--- src/rtl/mfsk_modulator.sv ---
// M-ary FSK modulator: symbol stream in, phase-continuous square-wave tones out.
// Tone k toggles every DIV_BASE + k*DIV_STEP clocks; each symbol lasts SYM_LEN clocks.
module mfsk_modulator #(
   parameter int SYM_BITS = 2,
   parameter int DIV_BASE = 2,
   parameter int DIV_STEP = 1,
   parameter int SYM_LEN  = 24
) (
   input  logic                clk,
   input  logic                rst_n,
   input  logic                s_valid,
   output logic                s_ready,
   input  logic [SYM_BITS-1:0] s_data,
   output logic                fsk_out,
   output logic [SYM_BITS-1:0] tone_idx,
   output logic                busy,
   output logic                sym_strobe
);

   localparam int HP_MAX = DIV_BASE + ((1 << SYM_BITS) - 1) * DIV_STEP;
   localparam int HW = (HP_MAX > 1) ? $clog2(HP_MAX) : 1;
   localparam int SW = (SYM_LEN > 1) ? $clog2(SYM_LEN) : 1;
   localparam logic [SW-1:0] SCNT_LAST = SW'(SYM_LEN - 1);

   localparam logic [0:0] ST_IDLE = 1'b0;
   localparam logic [0:0] ST_SEND = 1'b1;

   logic [0:0]          r_state;
   logic [HW-1:0]       r_hcnt;
   logic [SW-1:0]       r_scnt;
   logic                r_fsk;
   logic [SYM_BITS-1:0] r_tone;
   logic                r_strobe;

   logic [31:0] w_hp_m1;
   logic        w_wrap;
   logic        w_last;

   assign w_hp_m1 = 32'(DIV_BASE - 1) + 32'(r_tone) * 32'(DIV_STEP);
   // >= so a long count left over from a slower tone still wraps at once
   assign w_wrap  = 32'(r_hcnt) >= w_hp_m1;
   assign w_last  = (r_scnt == SCNT_LAST);

   assign s_ready    = (r_state == ST_IDLE) | w_last;
   assign busy       = (r_state == ST_SEND);
   assign fsk_out    = r_fsk;
   assign tone_idx   = r_tone;
   assign sym_strobe = r_strobe;

   always_ff @(posedge clk or negedge rst_n) begin
      if (!rst_n) begin
         r_state  <= ST_IDLE;
         r_hcnt   <= '0;
         r_scnt   <= '0;
         r_fsk    <= 1'b0;
         r_tone   <= '0;
         r_strobe <= 1'b0;
      end else begin
         r_strobe <= 1'b0;
         if (r_state == ST_IDLE) begin
            r_fsk  <= 1'b0;
            r_hcnt <= '0;
            r_scnt <= '0;
            if (s_valid) begin
               r_state  <= ST_SEND;
               r_tone   <= s_data;
               r_strobe <= 1'b1;
            end
         end else begin
            if (w_wrap) begin
               r_fsk  <= ~r_fsk;
               r_hcnt <= '0;
            end else begin
               r_hcnt <= r_hcnt + HW'(1);
            end
            if (!w_last) begin
               r_scnt <= r_scnt + SW'(1);
            end else if (s_valid) begin
               // back-to-back: tone counter keeps running for phase continuity
               r_tone   <= s_data;
               r_scnt   <= '0;
               r_strobe <= 1'b1;
            end else begin
               r_state <= ST_IDLE;
               r_fsk   <= 1'b0;
               r_hcnt  <= '0;
               r_scnt  <= '0;
            end
         end
      end
   end

endmodule

--- config.mk ---
export PLATFORM = sky130hd
export DESIGN_NAME = mfsk_modulator
export DESIGN_NICKNAME = d
export VERILOG_FILES = /design/src/rtl/mfsk_modulator.sv
export SDC_FILE = /design/constraint.sdc
export NUM_CORES = 1
export LEC_CHECK = 0
export BUFFER_PORTS_ARGS = -buffer_cell sky130_fd_sc_hd__buf_2
export CORE_AREA = 8 8 45 47
export DETAILED_ROUTE_END_ITERATION = 6
export DIE_AREA = 0 0 53 55
export MAX_ROUTING_LAYER = met4
export PLACE_DENSITY = 0.78
export SYNTH_ARGS = -nofsm -noshare
export SYNTH_HDL_FRONTEND = slang
export SYNTH_SLANG_ARGS = --single-unit
--- constraint.sdc ---
create_clock -name clk -period 4.6 [get_ports clk]
set_clock_uncertainty 0.1 [all_clocks]
set_input_delay 1.15 -clock clk [delete_from_list [all_inputs] [get_ports clk]]
set_output_delay 1.15 -clock clk [all_outputs]
set_load 0.02 [all_outputs]
Yosys cells after proc, flatten, opt, wreduce, memory -nomap -nowiden
Index checks and enable logic that the tools add are counted.
{"block": "op_classes", "bitwise_logic": 3, "reduce_logical": 0, "shifts": 0, "order_cmp": 1, "eq_ne": 2, "n_addsub": 3, "n_div": 0, "n_mux": 18, "n_mul": 0}
{"operator": "$mux W3", "count": 4}
{"operator": "$mux W5", "count": 2}
{"operator": "$mux W1", "count": 9}
{"operator": "$mux W2", "count": 3}
{"operator": "$add A5 B1 Y5 const B", "count": 1}
{"operator": "$eq A5 B5 Y1 const B", "count": 1}
{"operator": "$add A1 B2 Y3 const A", "count": 1}
{"operator": "$add A3 B1 Y3 const B", "count": 1}
{"operator": "$ge A3 B3 Y1", "count": 1}
{"operator": "$ne A2 B1 Y1 const B", "count": 1}
{"operator": "$not A1 Y1", "count": 2}
{"operator": "$or A1 B1 Y1", "count": 1}
{"block": "word_totals", "output_inout_bits": 6, "rom_bits": 0, "latch_bits": 0, "n_memories": 0, "mem_bits_rw": 0, "reg_bits": 13}

Longest topological paths before layout
{"block": "logic_depth", "ltp_word": 6, "mapped_depth": 7, "depth_no_buf": 7}

Worst setup path before layout
Ideal clock, no wire load.
{"block": "synth_path", "path_kind": "register to output", "start": "register r_scnt[0]", "end": "output s_ready", "path_slack_ns": 2.492, "arrival_time_ns": 0.858, "required_time_ns": 3.350, "path_stages_with_launch": 4, "cell_sequence": "dfrtp_1 > ha_1 > nand4b_2 > nand2_2"}
{"block": "synth_via", "elab_chain_len": 2}
{"item": "start, declared", "line_no": "30", "text": "logic [SW-1:0] r_scnt;"}
{"item": "start signal, assigned", "line_no": "77", "text": "r_scnt <= r_scnt + SW'(1);"}
{"item": "$eq A5 B5 Y1", "line_no": "42", "text": "assign w_last = (r_scnt == SCNT_LAST);"}
{"item": "$or A1 B1 Y1", "line_no": "44", "text": "assign s_ready = (r_state == ST_IDLE) | w_last;"}
{"item": "end, declared", "line_no": "12", "text": "output logic s_ready,"}
No other way between the ends.

Worst setup path in the final report
Same ends and word-level chain as after synthesis.

==> impl_metrics.py <==
metrics = {
    "synth": {
        "synth-edff-count": 0,
        "ys_seq_area_frac": 0.524,
        "synthCells": 53,
        "yosys.area.top_type_share": 0.524,
        "yosys_most_used_dff": "dfrtp_1",
        "yosysMostFrequentCell": "dfrtp_1",
        "synth_fp_nets": 64,
        "ys.warnings.count": 0,
        "netlist_top_cells_count": "dfrtp_1 (13), ha_1 (6), inv_1 (5), nor2_1 (5), nand2_1 (3)",
        "synth_cell_types": 21,
        "synth_top_area_cell": "dfrtp_1",
        "synth_area_leaders": "dfrtp_1 (52%), ha_1 (12%), mux2_4 (4.8%)",
        "synth-seq-cells": 13,
        "syn_area_um2": 621,
        "avgSynthCellArea_um2": 11.7,
        "async_flop_share": 1.00,
    },
    "power": {
        "intPower_w": 0.000311,
        "netSwitchingFraction": 0.390,
        "power_frac_clock": 0.136,
        "p_leak_nw": 0.374,
        "design_power_total_w": 0.000511,
        "p_seq_frac": 0.400,
        "p_sw_w": 0.000199,
        "ir_drop_mv": 0.305,
        "comb_power_share": 0.464,
        "p_per_area_nw_per_um2": 711,
    },
    "clock_network": {
        "cts_tree": "yes",
        "hold_buffers": 0,
        "clock_sinks": 13,
        "cts_resized": 0,
        "htree_levels": 1,
        "clk_pin_slew_worst_paths_ps": 80,
        "ctsRootBufferMaster": "clkbuf_4",
        "clkLatencyLatePin_ps": 270,
        "cts_setup_buffers": 0,
        "cts_made_buffers": 3,
        "max-clock-path-buffers": 2,
    },
    "place": {
        "gp_congestion": 0.701,
        "numPortBuffers": 10,
        "dp_hpwl_um": 866,
    },
    "floorplan": {
        "dieArea_um2": 2920,
        "core_area_um2": 1380,
        "initial_core_util": 0.448,
        "die_w_um": 53,
        "die_h_um": 55,
        "num_rows": 14,
        "ioPinCount": 11,
    },
    "routing": {
        "wl_mm": 1.08,
        "vias": 414,
        "drt_iter0_drc": 3,
        "wire_per_inst_um": 13.0,
        "avgViaCountPerCell": 4.99,
        "dr.pass1.iters": 4,
        "ant_nets": 0,
        "remaining_drc_errors": 0,
    },
    "timing": {
        "period_share": 0.564,
        "setup_tns_ps": 0,
        "period_needed_ps": 2590,
        "hold_viol_final": 0,
        "timing.fmax_mhz": 385,
        "worstMarginPinSlew_ps": 291,
        "grt_setup_unrepaired": "false",
        "final-max-slew-violation-count": 0,
        "hold_ws_ps": 358,
        "relSlewSlack": 0.804,
        "setup_violations": 0,
    },
    "global_route": {
        "grt_pass1_wl_mm": 1.90,
        "grt_max_degree": 14,
        "overflow": 0,
        "grt_pass1_vias": 436,
        "grt_antenna_before_repair": 0,
        "grtUsageTotal": 0.0937,
    },
    "setup_path": {
        "endpoint_kind": "output port",
        "cp_top_family": "flip-flops",
        "arrival_ps": 1340,
        "slowest_delay_ps": 380,
        "crit_type": "register to output port",
        "cp-start-kind": "register",
        "worstPathRequired_ps": 3350,
        "crit_buf_inv": 1,
        "slowest_stage": "dfrtp_1",
        "critPathMaxFanout": 4,
        "path_cells": "ha_1 > nand4b_2 > nand2_2 > buf_2",
    },
    "min_path": {
        "hold_class": "register to register",
    },
    "layout": {
        "area_growth_pct": 15.7,
        "drive_above_1_share": 0.313,
        "layout.nets": 79,
        "antennaDiodeCount": 0,
    },
    "run": {
        "drv_cap": 0,
    },
    "run_status": {
        "outcome": "finished, final reports clean",
    },
}
## through the flow
step / utilization / setup slack [ps] / std cells / area (µm²)
floorplan: - / 2490 / 53 / 621
global placement: 0.499 / 2350 / 79 / 691
detailed placement: 0.499 / 2310 / 79 / 691
CTS: 0.519 / 2000 / 83 / 718
global route: 0.519 / 1890 / 83 / 718
finish: 0.519 / 2010 / 83 / 718
## final timing paths
kind,start,end,slack [ps],cells past startpoint
hold / removal,r_hcnt[0],r_hcnt[0],360,1
min in group asynchronous,rst_n,tone_idx[1],640,1
max in group asynchronous,rst_n,fsk_out,3530,1
setup reg to reg,tone_idx[0],r_hcnt[2],2790,7
setup / recovery,r_scnt[0],s_ready,2010,4
hold reg to reg,r_hcnt[0],r_hcnt[0],360,1
## registers in the layout, summed over array words and instances, names as in the netlist
| signal | flops |
|---|---|
| fsk_out | 1 |
| r_scnt | 5 |
| tone_idx | 2 |
| r_hcnt | 3 |
| sym_strobe | 1 |
| busy | 1 |
## logic make-up (layout without fill, tap and decap cells)
group | count (synthesis) | in the layout | synth area share
multiplexers | 2 | 2 | 0.0484
buffers and inverters | 5 | 19 | 0.0302
XOR/XNOR | 4 | 4 | 0.0565
flip-flops | 13 | 13 | 0.524
AO/OA/AOI/OAI | 4 | 4 | 0.0363
AND/OR/NAND/NOR | 19 | 19 | 0.183
adder cells (fa/ha/maj) | 6 | 6 | 0.121
## layout make-up
| class | instances | area (µm²) |
|---|---|---|
| sequential | 13 | 325 |
| clock inverter | 1 | 5.00 |
| inverter | 5 | 18.8 |
| fill | 132 | 666 |
| tap | 16 | 20.0 |
| multi-input combinational | 35 | 277 |
| timing repair buffer | 10 | 50.0 |
| clock buffer | 3 | 22.5 |
## cells in the final DEF, fill, tap and decap left out, types with 3 or more instances in the layout
master / synthesis / final
buf_2: 0 / 10
ha_1: 6 / 6
inv_1: 5 / 5
clkbuf_4: 0 / 3
nand2_1: 3 / 3
nor2_1: 5 / 5
dfrtp_1: 13 / 13
## power by group through the flow
stage                     Clock [W]  Sequential [W]  Combinational (W)
final                     0.0000697        0.000204           0.000237
after global routing      0.0000773        0.000213           0.000277
after CTS                 0.0000715        0.000204           0.000245
after detailed placement          0        0.000206           0.000241
after global placement            0        0.000204           0.000229
after floorplan                   0        0.000216           0.000168
## per-layer routing
metal	global-route usage	share of wire
met5	-	0
met4	0.0388	0
met3	0.0374	0.077
met2	0.152	0.50
met1	0.0997	0.42
No activity file was read; power rests on OpenSTA's default activity.
